==> src/rtl/pc_redirect.sv <==
// -----------------------------------------------------------------------------
// pc_redirect
// Fetch-side PC owner. Takes the ID-stage branch/jump decision, computes the
// control-transfer target and redirects fetch. The instruction after a branch
// (the MIPS delay slot) is always fetched. If imem has not yet accepted that
// delay-slot fetch, the target is buffered until it does.
//
// Optional build macro:
//   PC_REDIRECT_STAT_EN - adds saturating decision counters br_total/br_taken.
//
// Ports:
//   clk              in   sole clock, rising edge
//   reset_n          in   asynchronous active-low reset
//   stall            in   hazard stall; IF/ID hold, decode inputs ignored
//   br_valid         in   ID holds a control-transfer instruction
//   br_type [1:0]    in   00 none, 01 cond branch, 10 j/jal, 11 jr/jalr
//   zero_B           in   comparator result, 1 = condition true
//   id_pc [31:0]     in   PC of the ID-stage instruction
//   imm16 [15:0]     in   branch offset field
//   instr_index[25:0]in   jump index field
//   jr_target [31:0] in   forwarded rs value
//   fetch_ready      in   imem accepts pc_f this cycle
//   pc_f [31:0]      out  registered fetch address
//   link_addr [31:0] out  id_pc + 8 (combinational)
//   redirect_pending out  a taken redirect waits for fetch acceptance
//   misalign         out  one-cycle pulse after an accepted jr with low bits set
//   br_total [15:0]  out  (PC_REDIRECT_STAT_EN) accepted decisions, type != 00
//   br_taken [15:0]  out  (PC_REDIRECT_STAT_EN) accepted taken decisions
// -----------------------------------------------------------------------------
module pc_redirect #(
    parameter logic [31:0] RESET_PC = 32'h0000_3000
) (
    input  logic        clk,
    input  logic        reset_n,
    input  logic        stall,
    input  logic        br_valid,
    input  logic [1:0]  br_type,
    input  logic        zero_B,
    input  logic [31:0] id_pc,
    input  logic [15:0] imm16,
    input  logic [25:0] instr_index,
    input  logic [31:0] jr_target,
    input  logic        fetch_ready,
    output logic [31:0] pc_f,
    output logic [31:0] link_addr,
    output logic        redirect_pending,
    output logic        misalign
`ifdef PC_REDIRECT_STAT_EN
    ,
    output logic [15:0] br_total,
    output logic [15:0] br_taken
`endif
);

    typedef enum logic [0:0] {
        ST_RUN  = 1'b0,
        ST_PEND = 1'b1
    } state_t;

    state_t      r_state;
    state_t      w_state_nxt;
    logic [31:0] r_pc;
    logic [31:0] w_pc_nxt;
    logic [31:0] r_tgt_q;
    logic [31:0] w_tgt_nxt;
    logic        r_misalign;
    logic        w_misalign_nxt;

    logic        w_accept;
    logic        w_taken;
    logic        w_advance;
    logic [31:0] w_pc_plus4;
    logic [31:0] w_br_off;
    logic [31:0] w_br_tgt;
    logic [31:0] w_j_tgt;
    logic [31:0] w_jr_tgt;
    logic [31:0] w_target;

    // While a redirect is pending ID holds a bubble, so br_valid is not sampled.
    assign w_accept   = br_valid & ~stall & (r_state == ST_RUN);
    assign w_advance  = fetch_ready & ~stall;

    // Target arithmetic, all modulo 2^32.
    assign w_pc_plus4 = id_pc + 32'd4;
    assign w_br_off   = {{14{imm16[15]}}, imm16, 2'b00};
    assign w_br_tgt   = w_pc_plus4 + w_br_off;
    assign w_j_tgt    = {w_pc_plus4[31:28], instr_index, 2'b00};
    assign w_jr_tgt   = {jr_target[31:2], 2'b00};

    assign link_addr  = id_pc + 32'd8;

    // Taken decision and target select from the decoded branch type.
    always_comb begin
        w_taken  = 1'b0;
        w_target = w_br_tgt;
        case (br_type)
            2'b01: begin
                w_taken  = w_accept & zero_B;
                w_target = w_br_tgt;
            end
            2'b10: begin
                w_taken  = w_accept;
                w_target = w_j_tgt;
            end
            2'b11: begin
                w_taken  = w_accept;
                w_target = w_jr_tgt;
            end
            default: begin
                w_taken  = 1'b0;
                w_target = w_br_tgt;
            end
        endcase
    end

    // Redirect FSM next-state, next PC and buffered target.
    always_comb begin
        w_state_nxt = r_state;
        w_pc_nxt    = r_pc;
        w_tgt_nxt   = r_tgt_q;
        case (r_state)
            ST_RUN: begin
                if (w_advance) begin
                    if (w_taken) begin
                        w_pc_nxt = w_target;
                    end else begin
                        w_pc_nxt = r_pc + 32'd4;
                    end
                end else if (w_taken) begin
                    // Delay slot not fetched yet: park the target.
                    w_tgt_nxt   = w_target;
                    w_state_nxt = ST_PEND;
                end else begin
                    w_pc_nxt = r_pc;
                end
            end
            ST_PEND: begin
                if (w_advance) begin
                    w_pc_nxt    = r_tgt_q;
                    w_state_nxt = ST_RUN;
                end else begin
                    w_pc_nxt = r_pc;
                end
            end
            default: begin
                w_state_nxt = ST_RUN;
            end
        endcase
    end

    // Misalignment pulse source: an accepted jr whose rs has low bits set.
    always_comb begin
        if (w_accept && (br_type == 2'b11)) begin
            w_misalign_nxt = |jr_target[1:0];
        end else begin
            w_misalign_nxt = 1'b0;
        end
    end

    // State, PC, target buffer and misalign registers.
    always_ff @(posedge clk or negedge reset_n) begin
        if (!reset_n) begin
            r_state    <= ST_RUN;
            r_pc       <= RESET_PC;
            r_tgt_q    <= 32'h0000_0000;
            r_misalign <= 1'b0;
        end else begin
            r_state    <= w_state_nxt;
            r_pc       <= w_pc_nxt;
            r_tgt_q    <= w_tgt_nxt;
            r_misalign <= w_misalign_nxt;
        end
    end

    assign pc_f             = r_pc;
    assign redirect_pending = (r_state == ST_PEND);
    assign misalign         = r_misalign;

`ifdef PC_REDIRECT_STAT_EN
    logic [15:0] r_br_total;
    logic [15:0] r_br_taken;

    // Saturating decision counters; w_accept already excludes stall.
    always_ff @(posedge clk or negedge reset_n) begin
        if (!reset_n) begin
            r_br_total <= 16'h0000;
            r_br_taken <= 16'h0000;
        end else begin
            if (w_accept && (br_type != 2'b00) && (r_br_total != 16'hFFFF)) begin
                r_br_total <= r_br_total + 16'd1;
            end else begin
                r_br_total <= r_br_total;
            end
            if (w_taken && (r_br_taken != 16'hFFFF)) begin
                r_br_taken <= r_br_taken + 16'd1;
            end else begin
                r_br_taken <= r_br_taken;
            end
        end
    end

    assign br_total = r_br_total;
    assign br_taken = r_br_taken;
`endif

endmodule

==> config.mk <==
export PLATFORM = sky130hd
export DESIGN_NAME = pc_redirect
export DESIGN_NICKNAME = d
export VERILOG_FILES = /design/src/rtl/pc_redirect.sv
export SDC_FILE = /design/constraint.sdc
export NUM_CORES = 1
export LEC_CHECK = 0
export CORE_MARGIN = 2
export CORE_UTILIZATION = 41
export CTS_CLUSTER_DIAMETER = 150
export DETAILED_ROUTE_END_ITERATION = 6
export HOLD_SLACK_MARGIN = 0.08
export PLACE_DENSITY = 0.7
export SLEW_MARGIN = 20
export SYNTH_ARGS = -nofsm -noshare
export SYNTH_HDL_FRONTEND = slang
export SYNTH_SLANG_ARGS = --single-unit
==> constraint.sdc <==
create_clock -name clk -period 2.15 [get_ports clk]
set_input_delay 0.3225 -clock clk [delete_from_list [all_inputs] [get_ports clk]]
set_output_delay 0.3225 -clock clk [all_outputs]
set_load 0.02 [all_outputs]
==> summary.md, run 1 <==
| Metric | Value |
|---|---|
| Worst slew margin | `63.9%` |
| Grt total ovfl | `0` |
| Largest net degree at the start of global routing | `37` |
| # fillers | `1,150` |
| Core area | `0.0160 sq mm` |
| Area occupied by multi-input gates | `0.00579 sq mm` |
| Pwr Total | `7280 uW` |
| Worst Setup End Kind | `register` |
| Slew Viols, Final | `0` |
| Synth warn | `0` |
| Critical path data arrival time | `3.42 ns` |
| CP Launch Type | `input port` |
| Final WL | `28,800 um` |
| Unrepaired setup endpoints after global routing | `yes` |
| Initial drt markers | `967` |
| Clock sinks | `66` |
| Commonest non-fill, non-tap cell in the layout | `buf_4` |
| Area grow syn2layout | `79.0%` |
| Post-Syn Nets | `1,043` |
| Status | `complete, but fails checks` |
| Drc violations | `0` |
| Syn Inst Count | `893` |
| # IOs | `180` |
| Setup ws final | `-1.02 ns` |
| Post-route clock period utilization | `147%` |
| Post-layout util | `75.6%` |
| Final net count | `1,464` |
| Post-synthesis sequential area ratio | `24.5%` |
| Leakage | `0.00524 uW` |
| Die width | `132 um` |
| Max Clock Freq | `316 MHz` |
| R2R cell count | `9` |
| Initial antenna violation count | `2` |
| Number of global-route vias before repair | `8,504` |
| Syn avg cell area | `7.57 sq um` |
| Clock buffer depth | `2` |
| Ranking of synthesized cells by area | `dfrtp_1 (24%), xnor2_1 (7.8%), nand2_1 (7.3%)` |
| Max FO, Critical Path | `5` |
| Critical path class | `input port to register` |
| Routability congestion estimate | `0.922` |
| Register bit total from synthesis | `66` |
| Final setup fails | `58` |
| Detail-routed via count per cell | `5.73` |
| Die span in y | `132 um` |
| Vias | `8,806` |
| Initial core utilization | `42.3%` |
| WL/cell | `18.7 um` |
| CTS tree | `done` |
| Number of synthesized flops with an enable pin | `0` |
| Hold Path Class | `register to register` |
| Initial DRT Pass Iterations | `6` |
| GR Util All Layers | `28.8%` |
| Most frequent cells in the layout | `buf_4 (271), clkdlybuf4s50_1 (127), nand2_1 (114)` |
| Clock Skews | `0.00679 ns` |
| Synth cell types | `68` |
| ANT nets after route | `0` |
| Register area | `0.00165 sq mm` |
| Clock Latency Late Sink | `0.34 ns` |
| Req. time, crit path | `2.40 ns` |
| Global-route wire length before repair | `41,500 um` |
| Buffers on Ports | `179` |
| TritonCTS Buffers | `9` |
| Root buffer cell | `clkbuf_16` |
| Inst Count DP | `1,473` |
| Violations in the final reports | `negative setup slack` |
| Share of layout cells above drive strength 1 | `40.3%` |
| Hold depth | `2` |
| Fraction of registers with async set or reset after synthesis | `100%` |
| Endpoints failing hold | `0` |
| Num rows | `46` |
| Min cycle time layout | `3.17 ns` |
| Top cell type by total area after synthesis | `dfrtp_1` |
| Pwr dens | `602 mW/mm^2` |
| Synth top area share | `23.7%` |
| HPWL after DPL | `19,700 um` |
| Htree depth | `3` |
| Post-Syn Area | `0.00676 sq mm` |
| Peak supply drop | `0.577 mV` |
| Die ar. | `0.0175 sq mm` |
| Reg2reg setup slack | `-0.31 ns` |
| Non-Filler Instances | `1,537` |
| Dominant synthesized flop cell | `dfrtp_1` |
| Measured slew at the worst slew-check pin | `0.542 ns` |
| Max capacitance violation total | `0` |
| CTS clock-pin slew for the worst setup and hold paths | `0.05 ns` |
-- power by group --
| part | internal (uW) | switching, uW | total [uW] |
|---|---|---|---|
| Clock | 1020 | 523 | 1550 |
| Combinational | 1900 | 1940 | 3840 |
| Sequential | 1620 | 275 | 1890 |
-- sequential cells by signal (all words and copies together) (netlist names) --
| signal | count |
|---|---|
| pc_f | 32 |
| redirect_pending | 1 |
| r_tgt_q | 32 |
| misalign | 1 |
-- cell families (layout without fill, tap and decap cells) --
family | after synthesis | in the layout | share of synthesized area, %
DFF | 66 | 66 | 24.5
muxes | 31 | 31 | 4.70
other | 0 | 2 | 0
AOI/OAI and AO/OA | 236 | 236 | 22.2
buffers and inverters | 76 | 502 | 4.76
adders and majority gates | 36 | 36 | 6.77
xor gates and xnor gates | 99 | 99 | 12.9
and+or+nand+nor | 349 | 349 | 24.1
-- synth_stat cells (3+ instances only) --
cell type,count
nand2_1,131
nor2_1,85
o21ai_0,69
dfrtp_1,64
xnor2_1,60
a21oi_1,58
clkbuf_1,40
nand3_1,38
xor2_1,38
ha_1,35
nand4_1,26
mux2i_1,25
inv_1,18
nor3_1,18
a211oi_1,13
o211ai_1,12
a221oi_1,11
and3_1,11
buf_2,10
a22o_1,8
a31oi_1,8
o221ai_1,7
mux2_2,6
o21bai_1,6
o22ai_1,6
or2_2,6
a22oi_1,5
and2_1,5
nand2b_1,5
a2111oi_0,4
a21boi_0,4
a21o_1,4
buf_4,3
nand3b_1,3
nor4_1,3
o21a_1,3
o31ai_1,3
or3_1,3
-- final cells by class --
class	count	share of cell area [%]
Tap cell	216	2.23
Timing Repair Buffer	467	33.0
Multi-Input combinational cell	751	47.9
Inverter	19	0.589
Antenna cell	2	0.0414
Clock buffer	15	2.38
Sequential cell	66	13.7
Clock inverter	1	0.248
-- critical path, cell delays in order --
cell,delay (ns)
buf_8,0.08
ha_4,0.12
nand4_1,0.14
or4_4,0.53
buf_6,0.17
xnor2_4,0.12
ha_4,0.29
a21oi_4,0.27
o21ai_2,0.10
a221oi_2,0.37
a211oi_1,0.15
o31ai_2,0.31
xnor2_1,0.19
nand2_1,0.10
a31oi_1,0.16
-- through the flow --
stage          instance area [sq um]  hold WS, ns  setup TNS [ns]  setup WS [ns]
2_1_floorplan                   7080       0.0269          -28.02          -1.13
3_3_place_gp                   10700        0.325          -93.75          -1.68
3_5_place_dp                   10700        0.334          -97.84          -1.73
4_1_cts                        11600        0.472          -30.95         -0.985
5_1_grt                        12100        0.491          -42.35          -1.14
6_report                       12100        0.474          -34.40          -1.02
-- layer usage --
layer	part of all wire (%)	vias up	global-route usage [%]
met3	8.0	106	5.54
li1	-	4063	-
met5	0	-	0
met1	39	4161	35.8
met2	49	476	49.2
met4	4.1	0	11.5
-- path summary, 6_finish.rpt --
path | from | endpoint
max in group asynchronous | reset_n | pc_f[4]
worst min register to register | r_tgt_q[18] | r_tgt_q[18]
worst max-delay path | id_pc[3] | pc_f[31]
worst min-delay path | r_tgt_q[18] | r_tgt_q[18]
min in group asynchronous | reset_n | redirect_pending
worst max register to register | pc_f[13] | pc_f[23]
-- timing repair --
item | 4_1_cts | 5_1_grt
hold buffers | 1 | 0
buffers inserted | 31 | 19
setup endpoints to repair | 86 | 75
pin swaps | 109 | 60
hold endpoints to repair | 20 | 0
resized for setup | 267 | 123
(Power assumes the default switching activity.)
==> run 2, diff against run 1 <==
--- a/config.mk
+++ b/config.mk
@@ -8,9 +8,10 @@
 export CORE_MARGIN = 2
 export CORE_UTILIZATION = 41
 export CTS_CLUSTER_DIAMETER = 150
+export CTS_CLUSTER_SIZE = 14
 export DETAILED_ROUTE_END_ITERATION = 6
 export HOLD_SLACK_MARGIN = 0.08
-export PLACE_DENSITY = 0.7
+export PLACE_DENSITY = 0.69
 export SLEW_MARGIN = 20
 export SYNTH_ARGS = -nofsm -noshare
 export SYNTH_HDL_FRONTEND = slang
==> summary.md, run 2 (synthesized netlist as in run 1, its figures left out) <==
| Metric | Value |
|---|---|
| Grt total ovfl | `0 (unchanged)` |
| Vias | `9,105 (+3.4%)` |
| Metal-1 WL | `12,100 um (+7.5%)` |
| Drc violations | `0 (unchanged)` |
| Share of layout cells above drive strength 1 | `42.4% (+2.1 points)` |
| TritonCTS Buffers | `9 (unchanged)` |
| Worst slew margin | `63.4% (-0.47 points)` |
| Max capacitance violation total | `0 (unchanged)` |
| Num rows | `46 (unchanged)` |
| Worst Setup End Kind | `register` |
| DR WL met3 | `2240 um (-2.4%)` |
| Clock sinks | `66 (unchanged)` |
| Max Clock Freq | `301 MHz (-4.8%)` |
| Final WL | `30,900 um (+7.3%)` |
| Status | `complete, but fails checks` |
| Critical path data arrival time | `3.54 ns (+0.12 ns)` |
| Initial core utilization | `42.3% (unchanged)` |
| Buffers on Ports | `179 (unchanged)` |
| Hold Path Class | `register to register` |
| Most frequent cells in the layout | `buf_4 (278), clkdlybuf4s50_1 (128), nand2_1 (114)` |
| Reg2reg setup slack | `-0.43 ns (-0.12 ns)` |
| Setup ws final | `-1.18 ns (-0.159 ns)` |
| Core area | `0.0160 sq mm (unchanged)` |
| Die ar. | `0.0175 sq mm (unchanged)` |
| Slew Viols, Final | `0 (unchanged)` |
| WL/cell | `19.8 um (+5.5%)` |
| Post-route clock period utilization | `155% (+7.4 points)` |
| Clock Latency Late Sink | `0.34 ns (about the same)` |
| Initial antenna violation count | `0 (-2)` |
| Number of global-route vias before repair | `8,767 (+3.1%)` |
| Pwr dens | `587 mW/mm^2 (-2.5%)` |
| Endpoints failing hold | `0 (unchanged)` |
| Commonest non-fill, non-tap cell in the layout | `buf_4` |
| Area grow syn2layout | `86.0%` |
| Clock Skews | `0.00420 ns (-0.00259 ns)` |
| # IOs | `180 (unchanged)` |
| Critical path class | `input port to register` |
| Pwr Total | `7380 uW (+1.4%)` |
| Final net count | `1,492 (+1.9%)` |
| CP Launch Type | `input port` |
| Initial DRT Pass Iterations | `5 (-1)` |
| Initial drt markers | `939 (-2.9%)` |
| Htree depth | `3 (unchanged)` |
| Peak supply drop | `0.587 mV (+1.7%)` |
| Measured slew at the worst slew-check pin | `0.549 ns (+0.00711 ns)` |
| Critical Path End | `pc_f[22]` |
| GR Util All Layers | `31.0% (+2.1 points)` |
| Clock buffer depth | `2 (unchanged)` |
| Die span in y | `132 um (unchanged)` |
| Register area | `0.00165 sq mm (unchanged)` |
| Diodes inserted | `0 (-2)` |
| Met2 WL | `14,800 um (+4.7%)` |
| R2r endpoint | `pc_f[24]` |
| # fillers | `1,086 (-5.6%)` |
| Unrepaired setup endpoints after global routing | `yes` |
| Min cycle time layout | `3.33 ns (+0.159 ns)` |
| ANT nets after route | `0 (unchanged)` |
| HPWL after DPL | `19,100 um (-3.2%)` |
| R2R cell count | `9 (unchanged)` |
| Global-route wire length before repair | `44,300 um (+6.8%)` |
| Root buffer cell | `clkbuf_16` |
| Post-route cell area | `0.0126 sq mm (+4.0%)` |
| Area post-placement | `0.0106 sq mm (-0.94%)` |
| Area occupied by multi-input gates | `0.00605 sq mm (+4.5%)` |
| Routability congestion estimate | `0.935 (+1.4%)` |
| Req. time, crit path | `2.37 ns (-0.03 ns)` |
| DR top layer | `met4` |
| Final setup fails | `62 (+6.9%)` |
| Violations in the final reports | `negative setup slack` |
| Crit path launch | `id_pc[2]` |
| CTS tree | `done` |
| CTS clock-pin slew for the worst setup and hold paths | `0.05 ns (about the same)` |
| Worst R2R Start | `pc_f[13]` |
| Largest net degree at the start of global routing | `67 (+81%)` |
| Max FO, Critical Path | `5 (unchanged)` |
| Leakage | `0.00549 uW (+4.8%)` |
| Die width | `132 um (unchanged)` |
| Detail-routed via count per cell | `5.83 (+1.7%)` |
-- run 2: cell count changes in the layout (fill, tap and decap cells not counted), moves of 5 or more --
cell,before,now
buf_6,27,47
buf_4,271,278
ha_1,25,20
nor3_2,11,6
-- run 2: worst min path at each step --
stage	from	endpoint	slack [ns]	depth (start not counted)
floorplan	reset_n	misalign	0.03	0
global placement	reset_n	r_tgt_q[2]	0.37	2
detailed placement	reset_n	pc_f[8]	0.37	2
CTS	r_tgt_q[4]	r_tgt_q[4]	0.48	2
global route	r_tgt_q[13]	r_tgt_q[13]	0.49	2
finish	r_tgt_q[13]	r_tgt_q[13]	0.48	2
-- run 2: stage by stage --
step / setup TNS (ns) / utilization [%] / hold WS (ns) / setup WS, ns / cells
6_report: -45.05 / 78.6 / 0.479 / -1.18 / 1563
3_3_place_gp: -92.24 / 66.2 / 0.367 / -1.64 / 1463
2_1_floorplan: -28.02 / - / 0.0269 / -1.13 / 893
4_1_cts: -34.96 / 74.4 / 0.477 / -0.985 / 1534
5_1_grt: -51.44 / 78.6 / 0.493 / -1.27 / 1563
3_5_place_dp: -95.95 / 66.2 / 0.367 / -1.69 / 1463
-- run 2: timing repair --
action / in CTS / in global routing
resized for setup: 311 / 142
endpoints found under the hold margin: 64 / 0
buffers inserted: 58 / 42
hold buffers: 1 / 0
pin swaps: 119 / 105
endpoints found under the setup margin: 85 / 80
-- run 2: final cells by class --
cell class / instances / share of cell area (%)
Clock buffer: 14 / 2.18
Tap cell: 216 / 2.15
Clock inverter: 2 / 0.0796
Timing Repair Buffer: 495 / 33.7
Sequential cell: 66 / 13.2
Inverter: 19 / 0.567
Multi-Input combinational cell: 751 / 48.1
-- run 2: per-layer routing --
metal / GRT usage [%] / vias to the layer above
met3: 5.04 / 156
met4: 15.8 / 0
met2: 52.3 / 523
li1: - / 4111
met5: 0 / -
met1: 38.1 / 4315
-- run 2: worst max-delay path: stages --
cell	delay, ns
buf_8	0.08
ha_4	0.12
nand4_1	0.15
buf_4	0.20
nor2_4	0.13
nand2_1	0.12
xnor2_1	0.25
ha_1	0.35
nand4_1	0.19
buf_4	0.16
o221ai_4	0.15
buf_4	0.17
buf_6	0.10
a211oi_2	0.21
o21bai_1	0.12
xnor2_1	0.16
a21oi_2	0.21
o21ai_1	0.09
mux2_4	0.26
-- run 2: power breakdown --
part           internal, uW  leakage, uW  total [uW]  switching (uW)
Clock                   871     0.000143        1390             517
Combinational          2020      0.00453        4100            2080
Sequential             1620     0.000818        1890             274
Total                  4510      0.00549        7380            2870
